### src/rtl/dmem_arbiter.sv
// Data-memory bus arbiter: CPU MEM stage has priority, aux master gets a forced slot after MAX_WAIT lost cycles.
// Optional conflict counter enabled by defining MEMARB_PERF_CNT_EN.
module dmem_arbiter #(
  parameter int MAX_WAIT = 4,
  parameter int CNT_W    = 16
) (
  input  logic        clk,
  input  logic        reset,
  input  logic        cpu_rd,
  input  logic        cpu_wr,
  input  logic [31:0] cpu_addr,
  input  logic [31:0] cpu_wdata,
  output logic [31:0] cpu_rdata,
  output logic        cpu_stall,
  input  logic        aux_req,
  input  logic        aux_we,
  input  logic [31:0] aux_addr,
  input  logic [31:0] aux_wdata,
  output logic        aux_gnt,
  output logic        aux_rvalid,
  output logic [31:0] aux_rdata,
  output logic        mem_rd,
  output logic        mem_wr,
  output logic [31:0] mem_addr,
  output logic [31:0] mem_wdata,
  input  logic [31:0] mem_rdata
`ifdef MEMARB_PERF_CNT_EN
  ,
  output logic [CNT_W-1:0] conflict_cnt
`endif
);

  typedef enum logic {ST_ARB, ST_FORCE} state_t;

  localparam logic [7:0] WAIT_LIMIT = 8'(MAX_WAIT);

  if (MAX_WAIT < 1 || MAX_WAIT > 255 || CNT_W < 1) begin : g_bad_params
    $error("dmem_arbiter: MAX_WAIT must be 1..255 and CNT_W >= 1");
  end

  state_t      state_q, state_d;
  logic [7:0]  wait_cnt_q, wait_cnt_d;
  logic        aux_rvalid_q, aux_rvalid_d;
  logic [31:0] aux_rdata_q, aux_rdata_d;

  logic        cpu_req;
  logic        cpu_own;
  logic        aux_own;
  logic [7:0]  wait_inc;

  assign cpu_req = cpu_rd | cpu_wr;

  always_comb begin
    cpu_own    = 1'b0;
    aux_own    = 1'b0;
    cpu_stall  = 1'b0;
    state_d    = ST_ARB;
    wait_cnt_d = wait_cnt_q;
    wait_inc   = wait_cnt_q + 8'd1;
    if (reset) begin
      wait_cnt_d = '0;
    end else if (state_q == ST_FORCE && aux_req) begin
      aux_own    = 1'b1;
      cpu_stall  = 1'b1;
      wait_cnt_d = '0;
    end else begin
      // An aborted FORCE slot (aux_req dropped) falls through to normal selection.
      if (cpu_req) begin
        cpu_own = 1'b1;
      end else if (aux_req) begin
        aux_own = 1'b1;
      end
      if (aux_req && !aux_own) begin
        if (wait_inc == WAIT_LIMIT) begin
          state_d    = ST_FORCE;
          wait_cnt_d = '0;
        end else begin
          wait_cnt_d = wait_inc;
        end
      end else begin
        wait_cnt_d = '0;
      end
    end
  end

  always_comb begin
    mem_rd    = 1'b0;
    mem_wr    = 1'b0;
    mem_addr  = '0;
    mem_wdata = '0;
    cpu_rdata = '0;
    if (cpu_own) begin
      mem_rd    = cpu_rd;
      mem_wr    = cpu_wr;
      mem_addr  = cpu_addr;
      mem_wdata = cpu_wdata;
      cpu_rdata = mem_rdata;
    end else if (aux_own) begin
      mem_rd    = ~aux_we;
      mem_wr    = aux_we;
      mem_addr  = aux_addr;
      mem_wdata = aux_wdata;
    end
  end

  assign aux_gnt = aux_own;

  always_comb begin
    aux_rvalid_d = aux_own & ~aux_we;
    aux_rdata_d  = aux_rdata_q;
    if (aux_own && !aux_we) begin
      aux_rdata_d = mem_rdata;
    end
  end

  always_ff @(posedge clk) begin
    if (reset) begin
      state_q      <= ST_ARB;
      wait_cnt_q   <= '0;
      aux_rvalid_q <= 1'b0;
      aux_rdata_q  <= '0;
    end else begin
      state_q      <= state_d;
      wait_cnt_q   <= wait_cnt_d;
      aux_rvalid_q <= aux_rvalid_d;
      aux_rdata_q  <= aux_rdata_d;
    end
  end

  assign aux_rvalid = aux_rvalid_q;
  assign aux_rdata  = aux_rdata_q;

`ifdef MEMARB_PERF_CNT_EN
  logic [CNT_W-1:0] conflict_cnt_q, conflict_cnt_d;

  // Counts every cycle both masters want the bus, FORCE cycles included; sticks at all-ones.
  always_comb begin
    conflict_cnt_d = conflict_cnt_q;
    if (aux_req && cpu_req && !(&conflict_cnt_q)) begin
      conflict_cnt_d = conflict_cnt_q + CNT_W'(1);
    end
  end

  always_ff @(posedge clk) begin
    if (reset) begin
      conflict_cnt_q <= '0;
    end else begin
      conflict_cnt_q <= conflict_cnt_d;
    end
  end

  assign conflict_cnt = conflict_cnt_q;
`endif

endmodule
### config.mk
export PLATFORM = sky130hd
export DESIGN_NAME = dmem_arbiter
export DESIGN_NICKNAME = d
export VERILOG_FILES = /design/src/rtl/dmem_arbiter.sv
export SDC_FILE = /design/constraint.sdc
export NUM_CORES = 1
export LEC_CHECK = 0
export CORE_AREA = 2 2 114 116
export DETAILED_ROUTE_END_ITERATION = 10
export DIE_AREA = 0 0 116 118
export MAX_ROUTING_LAYER = met4
export PLACE_DENSITY = 0.7
export SLEW_MARGIN = 10
export SYNTH_ARGS = -nofsm -noshare
export SYNTH_HDL_FRONTEND = slang
export SYNTH_SLANG_ARGS = --single-unit
### constraint.sdc
create_clock -name clk -period 2.3 [get_ports clk]
set_input_delay 0.46 -clock clk [delete_from_list [all_inputs] [get_ports clk]]
set_output_delay 0.46 -clock clk [all_outputs]
set_load 0.05 [all_outputs]
==> impl_results.md, run 1 <==
- DR pass1 iterations: 4
- Busiest layer in global routing: met2
- Crit path largest cell delay: 0.25 ns
- Tcrit/Tclk final: 0.993
- Core area: 12400 um^2
- Seq/Total Area, Yosys: 0.336
- Met3 global-route usage: 0.0788
- Iteration-0 DRC Markers: 173
- Met1 Track Usage GR: 0.245
- I/O pins: 299
- DRT Wirelength: 15.5 mm
- Synth Area in Adders: 0.00501
- Most common cell after layout, fill and taps aside: clkdlybuf4s50_1
- Sequence of cells on the critical path: dlygate4sd2_1 -> buf_4 -> o21bai_4 -> and2_4 -> buf_12 -> a22o_1 -> buf_12
- Peak supply drop: 0.324 mV
- Via density: 4.68
- CP most frequent cell: buf_12
- Clock skew: 0.00694 ns
- CP delay by family, top: buffers and inverters
- RSZ-0062 raised after global routing: true
- Number of global-route vias before repair: 3804
- CP Launch Type: primary input
- Area growth syn-to-layout: 186%
- Placer Congestion: 0.898
- TritonCTS clock tree: done
- Synth cell types: 30
- CTS buffer count: 5
- Reg clk slew, reported paths: 0.06 ns
- Post-route cell area: 7150 um^2
- DR DRC count: 0
- Global-route usage over all layers: 0.219
- Largest net degree at the start of global routing: 34
- M2 GR Usage: 0.371
- DP HPWL: 12.4 mm
- Worst-Skew Late Latency: 0.28 ns
- Fraction of the mapped netlist area in simple logic gates: 0.250
- PwrDens: 417 nW/um^2
- Number of buffers added on ports: 298
- Design Power: 2.98 mW
- Worst EP arrival: 1.82 ns
- Setup Viol. Count Final: 0
- Hold buffer count at cts: 0
- Mapped Avg Cell Area: 8.14 um^2
- Vias: 3663
- Worst Path Max Fanout: 24
- Root buf cell: clkbuf_16
- Critical path's slowest cell: dlygate4sd2_1
- Final hold slack: 0.451 ns
- # rows: 41
- Max-cap viol count: 0
- Total congestion overflow: 0
- Final net count: 770
- Hold violation count in the final report: 0
- Largest family of logic cells by synthesized area: compound AO/OA/AOI/OAI gates
- Worst path bufs/invs: 4
- Outcome: finished clean
- Die area: 13700 um^2
- Max Fclk: 0.438 GHz
- DR WL/cell: 19.8 um
- Rel. slew slack: 0.644
- Warnings, synthesis: 0
- Synth Area in Compound Gates: 0.335
- Synth Cell Area: 2500 um^2
- Clock Path Buffers: 2
- Worst slew pin tran: 0.533 ns
- Synth Area in XOR/XNOR: 0.0105
- Slew Limit Fails: 0
- Mux cell area share after synthesis: 0
- CTS Sinks: 42
- WS Path Type: in2out
- Min-delay worst type: reg2reg
- Die height: 118 um
- Leakage power total: 2.76 nW
- Die Wd: 116 um
- First-pass GRT wire length: 22.2 mm
- Final setup TNS: 0 ns
- CP required: 1.84 ns
- Syn nets: 474
- Share of cells above drive strength 1: 0.262
- Synthesized instance count: 307
- Highest-count cells in the layout ignoring fill and taps: clkdlybuf4s50_1, buf_12, a22o_1, dfxtp_1
- Minimum clock period: 2.28 ns
- Initial Utilization: 0.201
- Initial antenna violation count: 6
- Fillcell total: 1038
- Detail Route Antenna Nets: 0
- Post-DP Area: 6790 um^2
- Max H-tree Level: 2
- CP Capture Type: primary output
- Number of synthesized register bits: 42
-- per-layer routing --
metal,vias to the layer above,part of all wire
li1,1727,-
met1,1718,0.39
met2,202,0.49
met3,16,0.10
met4,0,0.011
met5,-,0
-- final timing paths --
path	depth (start not counted)	startpoint	endpoint	slack [ns]
max	7	cpu_rd	mem_addr[20]	0.02
min	1	wait_cnt_q[0]	wait_cnt_q[0]	0.45
max reg2reg	4	wait_cnt_q[0]	wait_cnt_q[3]	0.68
min reg2reg	1	wait_cnt_q[0]	wait_cnt_q[0]	0.45
-- layout make-up --
class | count | area [um^2] | area share
antenna | 6 | 15.0 | 0.00210
clock buffer | 5 | 125 | 0.0175
clock inverter | 3 | 21.3 | 0.00297
inverter | 2 | 7.51 | 0.00105
multi-input combinational | 233 | 1670 | 0.234
sequential | 42 | 841 | 0.118
tap | 172 | 215 | 0.0301
timing repair buffer | 319 | 4250 | 0.595
-- synthesized netlist by cell type --
master	number	share of area
a21oi_1	2	0.0040
o21ai_0	34	0.068
nor2b_2	1	0.0035
clkbuf_2	2	0.0040
o311ai_4	1	0.011
dfxtp_1	42	0.34
or4b_4	1	0.0055
a21o_1	1	0.0030
nor3_1	1	0.0020
buf_4	6	0.018
xor2_1	2	0.0070
o21a_1	1	0.0030
nand3_1	35	0.070
o21ba_2	2	0.0080
buf_2	9	0.018
nand2_1	35	0.053
or2_2	1	0.0025
and2_1	35	0.088
o21bai_1	1	0.0030
clkbuf_1	13	0.020
nor4b_1	1	0.0035
or3_1	2	0.0050
a22o_1	65	0.23
ha_1	1	0.0050
nand4_1	1	0.0025
inv_1	2	0.0030
nor3b_2	1	0.0050
xnor2_1	1	0.0035
a211oi_4	1	0.0080
nor2_1	7	0.011
-- registers in the layout (all words and copies together) (netlist names) --
signal	count
aux_rdata	32
aux_rvalid	1
state_q	1
wait_cnt_q	8
-- repair_timing --
item,CTS,global route
endpoints found under the setup margin,98,29
buffers inserted,1,0
pin swaps,5,3
gates resized for setup,30,2
gates cloned,1,0
-- stage by stage --
stage	cells	setup WS, ns	util
5_1_grt	782	-0.0379	0.576
2_1_floorplan	307	0.0725	-
6_report	782	0.0155	0.576
3_5_place_dp	767	-0.242	0.547
4_1_cts	777	0.0119	0.575
3_3_place_gp	767	-0.192	0.547
-- worst reg2reg max path: cells and delay by family, from the launching register on --
| family | cells | cell delay [ns] |
|---|---|---|
| compound gates | 1 | 0.31 |
| fa+ha+maj | 1 | 0.25 |
| flops | 1 | 0.35 |
| simple gates | 2 | 0.60 |
-- cell families after synthesis --
group,count (synthesis)
flops,42
compound gates,108
buf+inv,32
simple gates,121
xor+xnor,3
fa+ha+maj,1
-- power breakdown --
group,leakage [nW],total [mW],internal (mW),switching (mW)
clock,0.0698,0.699,0.402,0.297
sequential,0.340,0.749,0.741,0.00750
combinational,2.35,1.53,0.799,0.732
Note: power is estimated with default switching activity, not from simulation.
==> run 2, diff against run 1 <==
- ABC_CLOCK_PERIOD_IN_PS: unset -> 2300
==> results of run 2 <==
The final DEF is identical to that of run 1; final timing and power are the same.
